[src/rtl/mem_arb_pkg.sv]
// Shared types and defaults for the memory port arbiter.
//   arb_state_t : arbiter mode, ARB (normal arbitration) or LOCK_D (debug owns the bus)
//   owner_t     : which port a registered read return belongs to
//   DEF_AW/DW   : default RAM address and data widths
package mem_arb_pkg;

   localparam int unsigned DEF_AW = 8;
   localparam int unsigned DEF_DW = 16;

   typedef enum logic {
      ARB,
      LOCK_D
   } arb_state_t;

   typedef enum logic [1:0] {
      OWN_NONE,
      OWN_C,
      OWN_D
   } owner_t;

endpackage

[src/rtl/starve_counter.sv]
// Saturating wait counter with clear; counts how long the debug port has been refused.
// Ports:
//   clk, reset_n : clock, asynchronous active-low reset
//   inc          : count one refused cycle (saturates at MAX_WAIT)
//   clr          : clear to zero (wins over inc)
//   cnt          : current count
//   full         : cnt has reached MAX_WAIT
module starve_counter #(
   parameter int unsigned MAX_WAIT = 4,
   parameter int unsigned CW       = 4
) (
   input  logic          clk,
   input  logic          reset_n,
   input  logic          inc,
   input  logic          clr,
   output logic [CW-1:0] cnt,
   output logic          full
);

   localparam logic [CW-1:0] MaxCnt = CW'(MAX_WAIT);

   logic [CW-1:0] cnt_q;
   logic [CW-1:0] cnt_d;

   always_comb begin
      cnt_d = cnt_q;
      if (clr) begin
         cnt_d = '0;
      end else if (inc && (cnt_q != MaxCnt)) begin
         cnt_d = cnt_q + 1'b1;
      end
   end

   always_ff @(posedge clk or negedge reset_n) begin
      if (!reset_n) begin
         cnt_q <= '0;
      end else begin
         cnt_q <= cnt_d;
      end
   end

   assign cnt  = cnt_q;
   assign full = (cnt_q == MaxCnt);

endmodule

[src/rtl/mem_port_arbiter.sv]
// Shares a single-port synchronous-read RAM between the CPU (port C) and a debug/loader
// port (port D). CPU has priority unless the CPU is halted or D has been refused MAX_WAIT
// times; D can lock the bus for bursts.
// Ports:
//   clk, reset_n                      : clock, asynchronous active-low reset
//   cpu_halt                          : CPU in HALT, D wins whenever it requests
//   c_req/c_we/c_addr/c_wdata         : CPU request
//   c_gnt, c_rvalid, c_rdata          : CPU grant and read return (one cycle after grant)
//   d_req/d_we/d_addr/d_wdata, d_lock : debug request, d_lock asks for exclusive ownership
//   d_gnt, d_rvalid, d_rdata          : debug grant and read return
//   mem_addr/mem_we/mem_wdata         : RAM request, mem_addr holds when nothing is granted
//   mem_rdata                         : RAM read data, valid one cycle after the address
module mem_port_arbiter
   import mem_arb_pkg::*;
#(
   parameter int unsigned AW       = DEF_AW,
   parameter int unsigned DW       = DEF_DW,
   parameter int unsigned MAX_WAIT = 4
) (
   input  logic          clk,
   input  logic          reset_n,
   input  logic          cpu_halt,
   input  logic          c_req,
   input  logic          c_we,
   input  logic [AW-1:0] c_addr,
   input  logic [DW-1:0] c_wdata,
   output logic          c_gnt,
   output logic          c_rvalid,
   output logic [DW-1:0] c_rdata,
   input  logic          d_req,
   input  logic          d_we,
   input  logic [AW-1:0] d_addr,
   input  logic [DW-1:0] d_wdata,
   input  logic          d_lock,
   output logic          d_gnt,
   output logic          d_rvalid,
   output logic [DW-1:0] d_rdata,
   output logic [AW-1:0] mem_addr,
   output logic          mem_we,
   output logic [DW-1:0] mem_wdata,
   input  logic [DW-1:0] mem_rdata
);

   localparam int unsigned CW = 4;

   arb_state_t    state_q, state_d;
   owner_t        owner_q, owner_d;
   logic [AW-1:0] addr_q;
   logic [DW-1:0] wdata_q;
   logic [CW-1:0] wait_cnt;
   logic          wait_full;

   starve_counter #(
      .MAX_WAIT (MAX_WAIT),
      .CW       (CW)
   ) u_starve (
      .clk     (clk),
      .reset_n (reset_n),
      .inc     (d_req && !d_gnt),
      .clr     (d_gnt),
      .cnt     (wait_cnt),
      .full    (wait_full)
   );

   // Grants and next state. Grants are also masked by reset_n so nothing is granted
   // while reset is held, even though the requesters may already be asserting.
   always_comb begin
      c_gnt   = 1'b0;
      d_gnt   = 1'b0;
      state_d = state_q;
      if (reset_n) begin
         unique case (state_q)
            ARB: begin
               if (d_req && (cpu_halt || wait_full)) begin
                  d_gnt = 1'b1;
               end else if (c_req) begin
                  c_gnt = 1'b1;
               end else if (d_req) begin
                  d_gnt = 1'b1;
               end
               if (d_gnt && d_lock) begin
                  state_d = LOCK_D;
               end
            end
            LOCK_D: begin
               // cpu_halt is irrelevant here; only dropping d_lock releases the bus
               d_gnt = d_req;
               if (!d_lock) begin
                  state_d = ARB;
               end
            end
            default: state_d = ARB;
         endcase
      end
   end

   // RAM request mux; address and data hold their last value between grants
   always_comb begin
      mem_addr  = addr_q;
      mem_wdata = wdata_q;
      mem_we    = 1'b0;
      owner_d   = OWN_NONE;
      if (c_gnt) begin
         mem_addr  = c_addr;
         mem_wdata = c_wdata;
         mem_we    = c_we;
         owner_d   = c_we ? OWN_NONE : OWN_C;
      end else if (d_gnt) begin
         mem_addr  = d_addr;
         mem_wdata = d_wdata;
         mem_we    = d_we;
         owner_d   = d_we ? OWN_NONE : OWN_D;
      end
   end

   always_ff @(posedge clk or negedge reset_n) begin
      if (!reset_n) begin
         state_q <= ARB;
         owner_q <= OWN_NONE;
         addr_q  <= '0;
         wdata_q <= '0;
      end else begin
         state_q <= state_d;
         owner_q <= owner_d;
         addr_q  <= mem_addr;
         wdata_q <= mem_wdata;
      end
   end

   assign c_rvalid = (owner_q == OWN_C);
   assign d_rvalid = (owner_q == OWN_D);
   assign c_rdata  = mem_rdata;
   assign d_rdata  = mem_rdata;

endmodule

[config.mk]
export PLATFORM = sky130hd
export DESIGN_NAME = mem_port_arbiter
export DESIGN_NICKNAME = d
export VERILOG_FILES = /design/src/rtl/mem_arb_pkg.sv /design/src/rtl/starve_counter.sv /design/src/rtl/mem_port_arbiter.sv
export SDC_FILE = /design/constraint.sdc
export NUM_CORES = 1
export LEC_CHECK = 0
export CORE_MARGIN = 3
export CORE_UTILIZATION = 38
export CTS_CLUSTER_DIAMETER = 120
export DETAILED_ROUTE_END_ITERATION = 16
export GPL_TIMING_DRIVEN = 1
export HOLD_SLACK_MARGIN = 0.03
export PLACE_DENSITY = 0.86
export SLEW_MARGIN = 20
export SYNTH_ARGS = -nofsm -noshare
export SYNTH_HDL_FRONTEND = slang
export SYNTH_HIERARCHICAL = 1
export SYNTH_SLANG_ARGS = --single-unit
[constraint.sdc]
create_clock -name clk -period 4 [get_ports clk]
set_input_delay 0.4 -clock clk [delete_from_list [all_inputs] [get_ports clk]]
set_output_delay 0.4 -clock clk [all_outputs]
set_load 0.05 [all_outputs]
# == Word level (Yosys, flattened, before mapping) ==
# Cells that the tools add are included.
# W data, S select, Z words.
# word_totals
reg_bits,31
latchBits,0
ramBits,0
rom_bits,0
in_bits,72
output_inout_bits,61
word_cells,44
memories,0
# op_classes
n_addsub,1
multipliers,0
div_mod_pow,0
n_lt_le_gt_ge,0
eq_ne,4
shift,0
n_mux,26
n_bitwise,1
n_reduce_logical,7
# ops
cell,n
$mux W16,2
$mux W8,2
$mux W1,15
$mux W4,2
$mux W2,3
$add A4 B1 Y4 const B,1
$eq A4 B3 Y1 const B,1
$logic_and A1 B1 Y1,4
$ne A4 B3 Y1 const B,1
$pmux W1 S2,2
$eq A2 B1 Y1 const B,1
$eq A2 B2 Y1 const B,1
$reduce_bool A2 Y1,1
$logic_not A1 Y1,1
$logic_or A1 B1 Y1,1
$not A1 Y1,1

# == Logic depth before layout (Yosys ltp) ==
# Gate-level depths: netlist of run 1.
# logic_depth
ltp_word,13
mapped_depth,10
depth_no_buf,10

# == By module ==
# Netlist of run 1, hierarchy kept.
# by_module_without_submodules
mod,instances,cells_each,area_per_inst_um2,seq_area_each_um2
mem_port_arbiter,1,193,1704.1,675.6
starve_counter,1,24,234.0,100.1

# == Least setup slack after synthesis of run 1 ==
# OpenSTA, ideal clock, no wires.
# synth_path
path_type,reg-to-output
from,register u_starve.cnt_q[0] (netlist: u_starve/cnt[0])
to,output mem_wdata[11]
arrival_ns,2.421
required_ns,3.600
path_slack_ns,1.179
path_stages_with_launch,9
n_path_buf,1
cell_sequence,dfrtp_1 -> inv_1 -> ha_1 -> nand3b_4 -> inv_2 -> nor4b_4 -> buf_2 -> o21ai_1 -> a31oi_1
# synth_via
elab_chain_len,10
elab_cells_between_ends,13
classes_between,eq/ne: 1; mux: 10; reduce/logical: 2
# synth_rtl
element,line_no,source
from (decl),starve_counter.sv:22,logic [CW-1:0] cnt_q;
from (signal assigned),starve_counter.sv:38,cnt_q <= cnt_d;
$eq A4 B3 Y1 (*),starve_counter.sv:43,assign full = (cnt_q == MaxCnt);
via wait_full,mem_port_arbiter.sv:51,logic wait_full;
$logic_or A1 B1 Y1 (*),mem_port_arbiter.sv:74,if (d_req && (cpu_halt || wait_full)) begin
$logic_and A1 B1 Y1 (*),mem_port_arbiter.sv:74,
$mux W1,mem_port_arbiter.sv:74,
$mux W1,mem_port_arbiter.sv:72,unique case (state_q)
$mux W1,mem_port_arbiter.sv:71,if (reset_n) begin
$pmux W1 S2,mem_port_arbiter.sv:72,
$mux W1,mem_port_arbiter.sv:71,
$mux W16,mem_port_arbiter.sv:108,end else if (d_gnt) begin
$mux W16 (*),mem_port_arbiter.sv:103,if (c_gnt) begin
to (decl),mem_port_arbiter.sv:40,"output logic [DW-1:0] mem_wdata,"
# The timed path passes the listed nets; every way through them passes the cells marked *. The select of a mux whose other input is x is not followed.

# == Worst setup path after layout of run 1 ==
# layout_path
from,register u_starve.cnt_q[0] (netlist: u_starve/cnt[0])
to,output mem_wdata[4]
# The elaborated chain is that of the path after synthesis.

==> flow_metrics.env, run 1 <==
export IMPL_status="finished clean"
export IMPL_synth_top_cell_area_share_pct=40.0
export IMPL_postRouteAntennaNets=0
export IMPL_rsz0062_at_grt="false"
export IMPL_ys_warn_count=6
export IMPL_synth_area_top_cells="dfrtp_1 (40%), buf_4 (14%), nand4_1 (8.1%), a31oi_1 (7.7%), nor3_1 (6.7%)"
export IMPL_finalClockSkew_ns=0.00647
export IMPL_intPower_uw=775
export IMPL_core_um2=4820
export IMPL_clk_latency_ns=0.28
export IMPL_pin_count=133
export IMPL_track_usage_pct=18.2
export IMPL_netlist_top_cells_count="buf_4 (35), dfrtp_1 (31), nor3_1 (26)"
export IMPL_finalMaxSlewViolations=0
export IMPL_grt_max_degree=57
export IMPL_vias_per_cell=5.54
export IMPL_drive_gt1_share_pct=18.3
export IMPL_synth_edf_count=0
export IMPL_hold_viol=0
export IMPL_n_antenna_cell=0
export IMPL_fin_crit_ns=3.24
export IMPL_power_frac_seq_pct=31.6
export IMPL_dp_hpwl_mm=3.69
export IMPL_fillers=467
export IMPL_setup_ws_ns=0.755
export IMPL_start_util_pct=40.2
export IMPL_p_per_area_nw_per_um2=495
export IMPL_syn_num_nets=291
export IMPL_cts_buffer_depth=2
export IMPL_relSlewSlack_pct=34.3
export IMPL_async_flop_share_pct=100
export IMPL_setup_tns_final_ns=0
export IMPL_cts_sinks=31
export IMPL_hold_path_class="input pin to asynchronous set/reset pin"
export IMPL_max_cap_viol_count=0
export IMPL_leakage_nw=1.07
export IMPL_die_area_um2=5990
export IMPL_totalWireLength_mm=5.41
export IMPL_arrival_ns=2.84
export IMPL_post_synth_top_area_cell="dfrtp_1"
export IMPL_nets=336
export IMPL_place_congestion=0.771
export IMPL_drtIter0Drc=143
export IMPL_cts_root_buffer="clkbuf_8"
export IMPL_overflow=0
export IMPL_yosys_cell_types_count=28
export IMPL_switching_share_pct=39.9
export IMPL_fmax_mhz=308
export IMPL_tightest_slew_ns=0.985
export IMPL_wire_per_inst_um=16.4
export IMPL_ir_worst_vdd_uv=246
export IMPL_postCtsSetupBuffers=0
export IMPL_p_comb_share_pct=44.0
export IMPL_syn2layout_area_growth_pct=34.2
export IMPL_syn_area_um2=1940
export IMPL_clk_pin_slew_worst_paths_ns=0.07
export IMPL_first_pass_iters=4
export IMPL_fp_row_count=25
export IMPL_pwr_share_clk_pct=24.4
export IMPL_cp_data_required_time_ns=3.60
export IMPL_antenna_found_initial=0
export IMPL_htree_levels=2
export IMPL_ys_seq_area_share_pct=40.0
export IMPL_die_w_um=77.4
export IMPL_io_buffers=84
export IMPL_ys_flop_type="dfrtp_1"
export IMPL_holdWs_ns=0.284
export IMPL_start_kind="flop"
export IMPL_grt_pass1_wl_mm=8.88
export IMPL_synth_most_common_cell="buf_4"
export IMPL_cts_buffers=5
export IMPL_min_period_over_period_pct=81.1
export IMPL_critPathMaxFanout=15
export IMPL_dieHeight_um=77.4
export IMPL_post_cts_resized=0
export IMPL_synth_seq_cells=31
export IMPL_p_sw_uw=514
export IMPL_postSynthAreaPerCell_um2=8.93
export IMPL_synth_cells=217
export IMPL_end_kind="output pin"
export IMPL_setup_viol=0
export IMPL_cts_tree="done"
export IMPL_ctsHoldBuffers=0
export IMPL_grt_pass1_vias=1846
export IMPL_drc=0
export IMPL_critPathKind="flop to output pin"
export IMPL_vias=1827
export IMPL_pre_cts_slack_ns=0.819
-- sequential cells by signal, indices dropped and copies added (netlist names) --
register / flops
state_q: 1
u_starve/cnt: 4
addr_q: 8
owner_q: 2
wdata_q: 16
-- power by group through the flow --
stage | Clock, mW | Sequential, mW | Combinational (mW)
2_1_floorplan | 0 | 0.406 | 0.471
3_5_place_dp | 0 | 0.412 | 0.569
6_report | 0.314 | 0.407 | 0.567
3_3_place_gp | 0 | 0.409 | 0.560
4_1_cts | 0.324 | 0.407 | 0.571
5_1_grt | 0.337 | 0.412 | 0.601
-- worst paths after layout --
| path | cells after the start | startpoint | endpoint | slack, ns |
|---|---|---|---|---|
| worst max register to register | 10 | u_starve/cnt[0] | u_starve/cnt[3] | 0.91 |
| worst max-delay path | 9 | u_starve/cnt[0] | mem_wdata[4] | 0.76 |
| worst min register to register | 2 | u_starve/cnt[3] | u_starve/cnt[3] | 0.57 |
| max in group asynchronous | 2 | reset_n | wdata_q[5] | 3.30 |
| worst min-delay path | 2 | reset_n | owner_q[1] | 0.28 |
| min in group clk | 2 | u_starve/cnt[3] | u_starve/cnt[3] | 0.57 |
-- layer usage --
layer	part of all wire [%]	up-vias	global-route usage [%]
li1	-	862	-
met1	44	902	22.2
met2	50	61	30.9
met3	5.9	2	5.92
met4	0.037	0	4.63
met5	0	-	0
-- placed cells by master, fill, tap and decap left out, types with 3 or more instances in the layout --
cell             count
o21ai_1             24
buf_4               32
nor2b_1              3
clkdlybuf4s50_1     56
dfrtp_1             31
inv_1                3
a21oi_1              5
clkbuf_8             6
nor3_1              26
a31oi_1             24
nor2_1               4
nand3_1              3
nand4_1             25
-- critical path, stage by stage (launching register included) --
cell and delay (ns):
dfrtp_1 0.38, inv_1 0.08, ha_1 0.23, nand3b_4 0.10, inv_2 0.08, nor4b_4 0.74
buf_4 0.32, o21ai_1 0.10, a31oi_1 0.27, buf_4 0.25
-- kinds of logic (layout without fill, tap and decap cells) --
kind of cell | count (synthesis) | in the layout | synth area share [%]
AOI/OAI and AO/OA | 58 | 58 | 17.4
buffers and inverters | 57 | 103 | 19.8
and+or+nand+nor | 69 | 69 | 21.5
adders and majority gates | 2 | 2 | 1.29
DFF | 31 | 31 | 40.0
-- layout make-up --
| class | instances | area, um2 | area share, % |
|---|---|---|---|
| Inverter | 5 | 18.8 | 0.722 |
| Clock inverter | 2 | 35.0 | 1.35 |
| Timing Repair Buffer | 90 | 826 | 31.7 |
| Sequential cell | 31 | 776 | 29.8 |
| Multi-Input combinational cell | 129 | 779 | 30.0 |
| Clock buffer | 6 | 82.6 | 3.17 |
| Tap cell | 67 | 83.8 | 3.22 |
-- through the flow --
stage / cell area, um2 / instances / total power, mW / utilization, %
CTS: 2600 / 330 / 1.30 / 54.0
global route: 2600 / 330 / 1.35 / 54.0
global placement: 2480 / 322 / 0.969 / 51.6
floorplan: 1940 / 217 / 0.876 / -
detailed placement: 2480 / 322 / 0.981 / 51.6
finish: 2600 / 330 / 1.29 / 54.0
Note: power is estimated with default switching activity, not from simulation.
==> inputs of run 2 (changes only) <==
--- a/config.mk
+++ b/config.mk
@@ -6,12 +6,12 @@
 export NUM_CORES = 1
 export LEC_CHECK = 0
 export CORE_MARGIN = 3
-export CORE_UTILIZATION = 38
+export CORE_UTILIZATION = 36
 export CTS_CLUSTER_DIAMETER = 120
 export DETAILED_ROUTE_END_ITERATION = 16
 export GPL_TIMING_DRIVEN = 1
 export HOLD_SLACK_MARGIN = 0.03
-export PLACE_DENSITY = 0.86
+export PLACE_DENSITY = 0.82
 export SLEW_MARGIN = 20
 export SYNTH_ARGS = -nofsm -noshare
 export SYNTH_HDL_FRONTEND = slang
==> constraint.sdc (replaced) <==
create_clock -name clk -period 3.3 [get_ports clk]
set_input_delay 0.33 -clock clk [delete_from_list [all_inputs] [get_ports clk]]
set_output_delay 0.33 -clock clk [all_outputs]
set_load 0.05 [all_outputs]
==> run 2 against run 1 <==
Effect of this change: critical path depth fell by 1; setup slack got worse by 0.52 ns; power rose by 17%; flip-flop and latch count did not move; sequential share of layout area barely moved; register-to-register slack got worse by 0.06 ns.
==> flow_metrics.env, run 2 (synthesis gave the netlist of run 1 again) <==
export IMPL_status="finished clean"
export IMPL_tightest_slew_ns=0.983
export IMPL_fp_row_count=26
export IMPL_clk_latency_ns=0.28
export IMPL_hold_viol=0
export IMPL_setup_tns_final_ns=0
export IMPL_relSlewSlack_pct=34.5
export IMPL_clk_pin_slew_worst_paths_ns=0.07
export IMPL_dieHeight_um=79.4
export IMPL_cts_tree="done"
export IMPL_die_area_um2=6300
export IMPL_leakage_nw=1.07
export IMPL_pwr_share_clk_pct=21.6
export IMPL_hold_path_class="input pin to asynchronous set/reset pin"
export IMPL_drc=0
export IMPL_core_um2=5170
export IMPL_finalClockSkew_ns=0.00756
export IMPL_overflow=0
export IMPL_setup_viol=0
export IMPL_end_kind="output pin"
export IMPL_min_period_over_period_pct=92.9
export IMPL_cp_top_family="simple AND/OR/NAND/NOR gates"
export IMPL_drive_gt1_share_pct=18.1
export IMPL_antenna_found_initial=0
export IMPL_largest_reg_flops=16
export IMPL_cts_sinks=31
export IMPL_place_congestion=0.756
export IMPL_final_cells=335
export IMPL_final_cell_mix="clkdlybuf4s50_1 (56), buf_4 (33), dfrtp_1 (31)"
export IMPL_cts_buffer_depth=2
export IMPL_p_sw_uw=618
export IMPL_track_usage_pct=17.9
export IMPL_critPathKind="flop to output pin"
export IMPL_io_buffers=84
export IMPL_placed_cells=326
export IMPL_switching_share_pct=41.1
export IMPL_grt_max_degree=32
export IMPL_rsz0062_at_grt="false"
export IMPL_postRouteAntennaNets=0
export IMPL_n_antenna_cell=0
export IMPL_holdWs_ns=0.558
export IMPL_p_per_area_nw_per_um2=578
export IMPL_crit_path_top_delay_cell="or4b_1"
export IMPL_final_cell_area_um2=2610
export IMPL_crit_chain="inv_1 > ha_1 > nand3b_4 > inv_2 > or4b_1 > nand4_1 > a31oi_1 > buf_4"
export IMPL_cts_root_buffer="clkbuf_8"
export IMPL_fmax_mhz=326
export IMPL_first_pass_iters=4
export IMPL_worst_path_buf_inv=3
export IMPL_cts_buffers=5
export IMPL_grt_pass1_vias=1792
export IMPL_fin_crit_ns=3.07
export IMPL_totalWireLength_mm=5.41
export IMPL_pin_count=133
export IMPL_intPower_uw=887
export IMPL_slowest_delay_ns=0.92
export IMPL_drtIter0Drc=112
export IMPL_regMostFlops="wdata_q"
export IMPL_start_kind="flop"
export IMPL_cp_data_required_time_ns=2.97
export IMPL_finalMaxSlewViolations=0
export IMPL_arrival_ns=2.74
export IMPL_ir_worst_vdd_uv=302
export IMPL_fillers=489
export IMPL_power_frac_seq_pct=32.7
export IMPL_dp_hpwl_mm=3.68
export IMPL_wire_per_inst_um=16.2
export IMPL_syn2layout_area_growth_pct=34.4
export IMPL_max_cap_viol_count=0
export IMPL_grt_pass1_wl_mm=8.89
export IMPL_start_util_pct=37.5
export IMPL_vias=1854
export IMPL_critPathMaxFanout=24
export IMPL_nets=338
export IMPL_vias_per_cell=5.53
export IMPL_final_common_cell="clkdlybuf4s50_1"
export IMPL_post_cts_resized=0
export IMPL_place_area_um2=2490
export IMPL_die_w_um=79.4
export IMPL_htree_levels=2
export IMPL_p_comb_share_pct=45.7
run 2: worst paths after layout:
| kind | start | end | slack (ns) | cells past startpoint |
|---|---|---|---|---|
| worst max-delay path | u_starve/cnt[0] | mem_addr[2] | 0.23 | 8 |
| worst min register to register | u_starve/cnt[3] | u_starve/cnt[3] | 0.56 | 2 |
| max in group asynchronous | reset_n | addr_q[1] | 2.08 | 4 |
| worst max register to register | u_starve/cnt[0] | u_starve/cnt[3] | 0.85 | 10 |
| min in group clk | u_starve/cnt[3] | u_starve/cnt[3] | 0.56 | 2 |
| worst min-delay path | reset_n | state_q | 0.56 | 3 |
run 2: what timing repair did:
| item | 4_1_cts | 5_1_grt |
|---|---|---|
| setup buffers | 0 | 0 |
| hold buffers | 1 | 0 |
| hold endpoints to repair | 10 | 0 |
| setup endpoints to repair | 0 | 0 |
run 2: final cells by class:
class | count | area, um2 | area share (%)
clock buffers | 8 | 100 | 3.84
inverters | 5 | 18.8 | 0.720
multi-input cells | 129 | 779 | 29.9
flip-flops and latches | 31 | 776 | 29.8
well taps | 70 | 87.6 | 3.36
repair buffers | 92 | 843 | 32.4
run 2: power groups by stage:
| stage | Combinational, mW | Sequential, mW | Clock (mW) |
|---|---|---|---|
| 6_report | 0.687 | 0.492 | 0.326 |
| 5_1_grt | 0.734 | 0.500 | 0.356 |
| 4_1_cts | 0.691 | 0.491 | 0.342 |
| 3_5_place_dp | 0.688 | 0.499 | 0 |
| 3_3_place_gp | 0.679 | 0.495 | 0 |
| 2_1_floorplan | 0.571 | 0.492 | 0 |
run 2: per-layer routing:
metal	wire length (um)	global-route usage, %	share of wire, %	vias to the layer above
met5	0	0	0	-
met4	91	6.70	1.7	0
met3	384	5.19	7.1	11
met2	2720	29.2	50	73
met1	2220	22.4	41	907
li1	-	-	-	863
run 2: stage by stage:
stage | power, mW | setup slack, ns | utilization, %
global placement | 1.17 | 0.602 | 48.2
finish | 1.50 | 0.234 | 50.4
CTS | 1.52 | 0.247 | 50.4
detailed placement | 1.19 | 0.563 | 48.2
floorplan | 1.06 | 0.549 | -
global route | 1.59 | 0.0643 | 50.4
run 2: tightest hold or removal path, delay by kind of cell:
kind | cells | cell delay (ns)
buffers and inverters | 3 | 0.90
==> inputs of run 3 (changes only) <==
--- a/config.mk
+++ b/config.mk
@@ -12,8 +12,10 @@
 export GPL_TIMING_DRIVEN = 1
 export HOLD_SLACK_MARGIN = 0.03
 export PLACE_DENSITY = 0.82
+export SKIP_CTS_REPAIR_TIMING = 1
 export SLEW_MARGIN = 20
 export SYNTH_ARGS = -nofsm -noshare
 export SYNTH_HDL_FRONTEND = slang
 export SYNTH_HIERARCHICAL = 1
 export SYNTH_SLANG_ARGS = --single-unit
+export TNS_END_PERCENT = 30
==> run 3 against run 2 <==
Effect of this change: critical path depth unchanged; power about the same; non-clock buffer count down 1; core utilization down 0.19 points; combinational power about the same; setup slack worse by 0.010 ns; sequential power about the same; hold slack worse by 0.53 ns; first-iteration DRC count up 18%; critical path type unchanged; largest power group unchanged.
==> flow_metrics.env, run 3 (synthesis gave the netlist of run 1 again) <==
export IMPL_fin_crit_ns=3.08
export IMPL_htree_levels=2
export IMPL_critPathMaxFanout=24
export IMPL_pwr_share_clk_pct=21.7
export IMPL_cts_buffer_depth=2
export IMPL_crit_chain="inv_1 > ha_1 > nand3b_4 > inv_2 > or4b_1 > nand4_1 > a31oi_1 > buf_4"
export IMPL_die_w_um=79.4
export IMPL_final_cells=334
export IMPL_vias_per_cell=5.57
export IMPL_grt_max_degree=32
export IMPL_p_comb_share_pct=45.6
export IMPL_finalMaxSlewViolations=0
export IMPL_intPower_uw=886
export IMPL_ir_worst_vdd_uv=305
export IMPL_placed_cells=326
export IMPL_fmax_mhz=325
export IMPL_tightest_slew_ns=0.996
export IMPL_overflow=0
export IMPL_largest_reg_flops=16
export IMPL_p_per_area_nw_per_um2=580
export IMPL_fp_row_count=26
export IMPL_drtIter0Drc=132
export IMPL_worstRegToRegCells=10
export IMPL_grt_pass1_wl_mm=8.89
export IMPL_relSlewSlack_pct=33.6
export IMPL_cts_buffers=5
export IMPL_utilization_pct=50.2
export IMPL_syn2layout_area_growth_pct=33.9
export IMPL_critPathKind="flop to output pin"
export IMPL_power_frac_seq_pct=32.7
export IMPL_postRouteAntennaNets=0
export IMPL_track_usage_pct=17.9
export IMPL_drc=0
export IMPL_die_area_um2=6300
export IMPL_p_sw_uw=619
export IMPL_io_buffers=84
export IMPL_dieHeight_um=79.4
export IMPL_hold_viol=0
export IMPL_cp_depth=8
export IMPL_cp_data_required_time_ns=2.97
export IMPL_clk_pin_slew_worst_paths_ns=0.07
export IMPL_first_pass_iters=4
export IMPL_start_util_pct=37.5
export IMPL_setup_viol=0
export IMPL_nets=337
export IMPL_clk_latency_ns=0.28
export IMPL_holdWs_ns=0.0260
export IMPL_finalClockSkew_ns=0.00773
export IMPL_max_cap_viol_count=0
export IMPL_status="finished clean"
export IMPL_arrival_ns=2.75
export IMPL_wire_per_inst_um=16.2
export IMPL_crit_path_top_delay_cell="or4b_1"
export IMPL_antenna_found_initial=0
export IMPL_end_kind="output pin"
export IMPL_power_mw=1.51
export IMPL_switching_share_pct=41.1
export IMPL_cts_root_buffer="clkbuf_8"
export IMPL_regMostFlops="wdata_q"
export IMPL_cp_top_family="simple AND/OR/NAND/NOR gates"
export IMPL_setup_tns_final_ns=0
export IMPL_min_period_over_period_pct=93.2
export IMPL_dp_hpwl_mm=3.68
export IMPL_place_congestion=0.756
export IMPL_leakage_nw=1.07
export IMPL_slowest_delay_ns=0.93
export IMPL_cts_tree="done"
export IMPL_worst_path_buf_inv=3
export IMPL_pin_count=133
export IMPL_drive_gt1_share_pct=18.2
export IMPL_grt_pass1_vias=1792
export IMPL_n_antenna_cell=0
export IMPL_final_common_cell="clkdlybuf4s50_1"
export IMPL_final_cell_mix="clkdlybuf4s50_1 (56), buf_4 (33), dfrtp_1 (31)"
export IMPL_rsz0062_at_grt="false"
export IMPL_vias=1859
export IMPL_hold_path_class="input pin to asynchronous set/reset pin"
export IMPL_core_um2=5170
export IMPL_totalWireLength_mm=5.42
export IMPL_cts_sinks=31
export IMPL_start_kind="flop"
-- run 3: per-layer routing --
| layer | global-route usage (%) | vias to the layer above | part of all wire [%] |
|---|---|---|---|
| li1 | - | 865 | - |
| met5 | 0 | - | 0 |
| met1 | 22.4 | 905 | 41 |
| met4 | 6.70 | 0 | 1.7 |
| met2 | 29.2 | 78 | 50 |
| met3 | 5.19 | 11 | 7.5 |
-- run 3: power by group through the flow --
stage / combinational, mW / clock, mW / sequential [mW]
after floorplan: 0.571 / 0 / 0.492
after global placement: 0.679 / 0 / 0.495
after detailed placement: 0.688 / 0 / 0.499
after CTS: 0.690 / 0.342 / 0.491
after global routing: 0.733 / 0.356 / 0.500
final: 0.687 / 0.327 / 0.492
-- run 3: worst reg2reg max path, cell delays in order, from the launching register on --
cell	delay, ns
dfrtp_1	0.37
inv_1	0.08
ha_1	0.23
nand3b_4	0.10
inv_2	0.08
nor4b_4	0.28
nor2_1	0.20
nor2b_1	0.41
nand4_1	0.16
or3_1	0.33
a21oi_1	0.14
-- run 3: metrics by stage --
| step | worst slack (ns) | area (um2) |
|---|---|---|
| final | 0.223 | 2590 |
| after detailed placement | 0.563 | 2490 |
| after floorplan | 0.549 | 1940 |
| after global routing | 0.0643 | 2590 |
| after global placement | 0.602 | 2490 |
| after CTS | 0.247 | 2590 |
-- run 3: worst paths after layout --
kind | from | end | slack, ns
worst max-delay path | u_starve/cnt[0] | mem_addr[2] | 0.22
min in group clk | u_starve/cnt[3] | u_starve/cnt[3] | 0.56
max in group asynchronous | reset_n | wdata_q[9] | 2.61
worst min register to register | u_starve/cnt[3] | u_starve/cnt[3] | 0.56
worst max register to register | u_starve/cnt[0] | u_starve/cnt[3] | 0.85
worst min-delay path | reset_n | state_q | 0.03
-- run 3: layout make-up --
class	instances	area, um2
sequential	31	776
clock buffer	8	100
tap	70	87.6
timing repair buffer	91	833
multi-input combinational	129	779
fill	490	2580
inverter	5	18.8
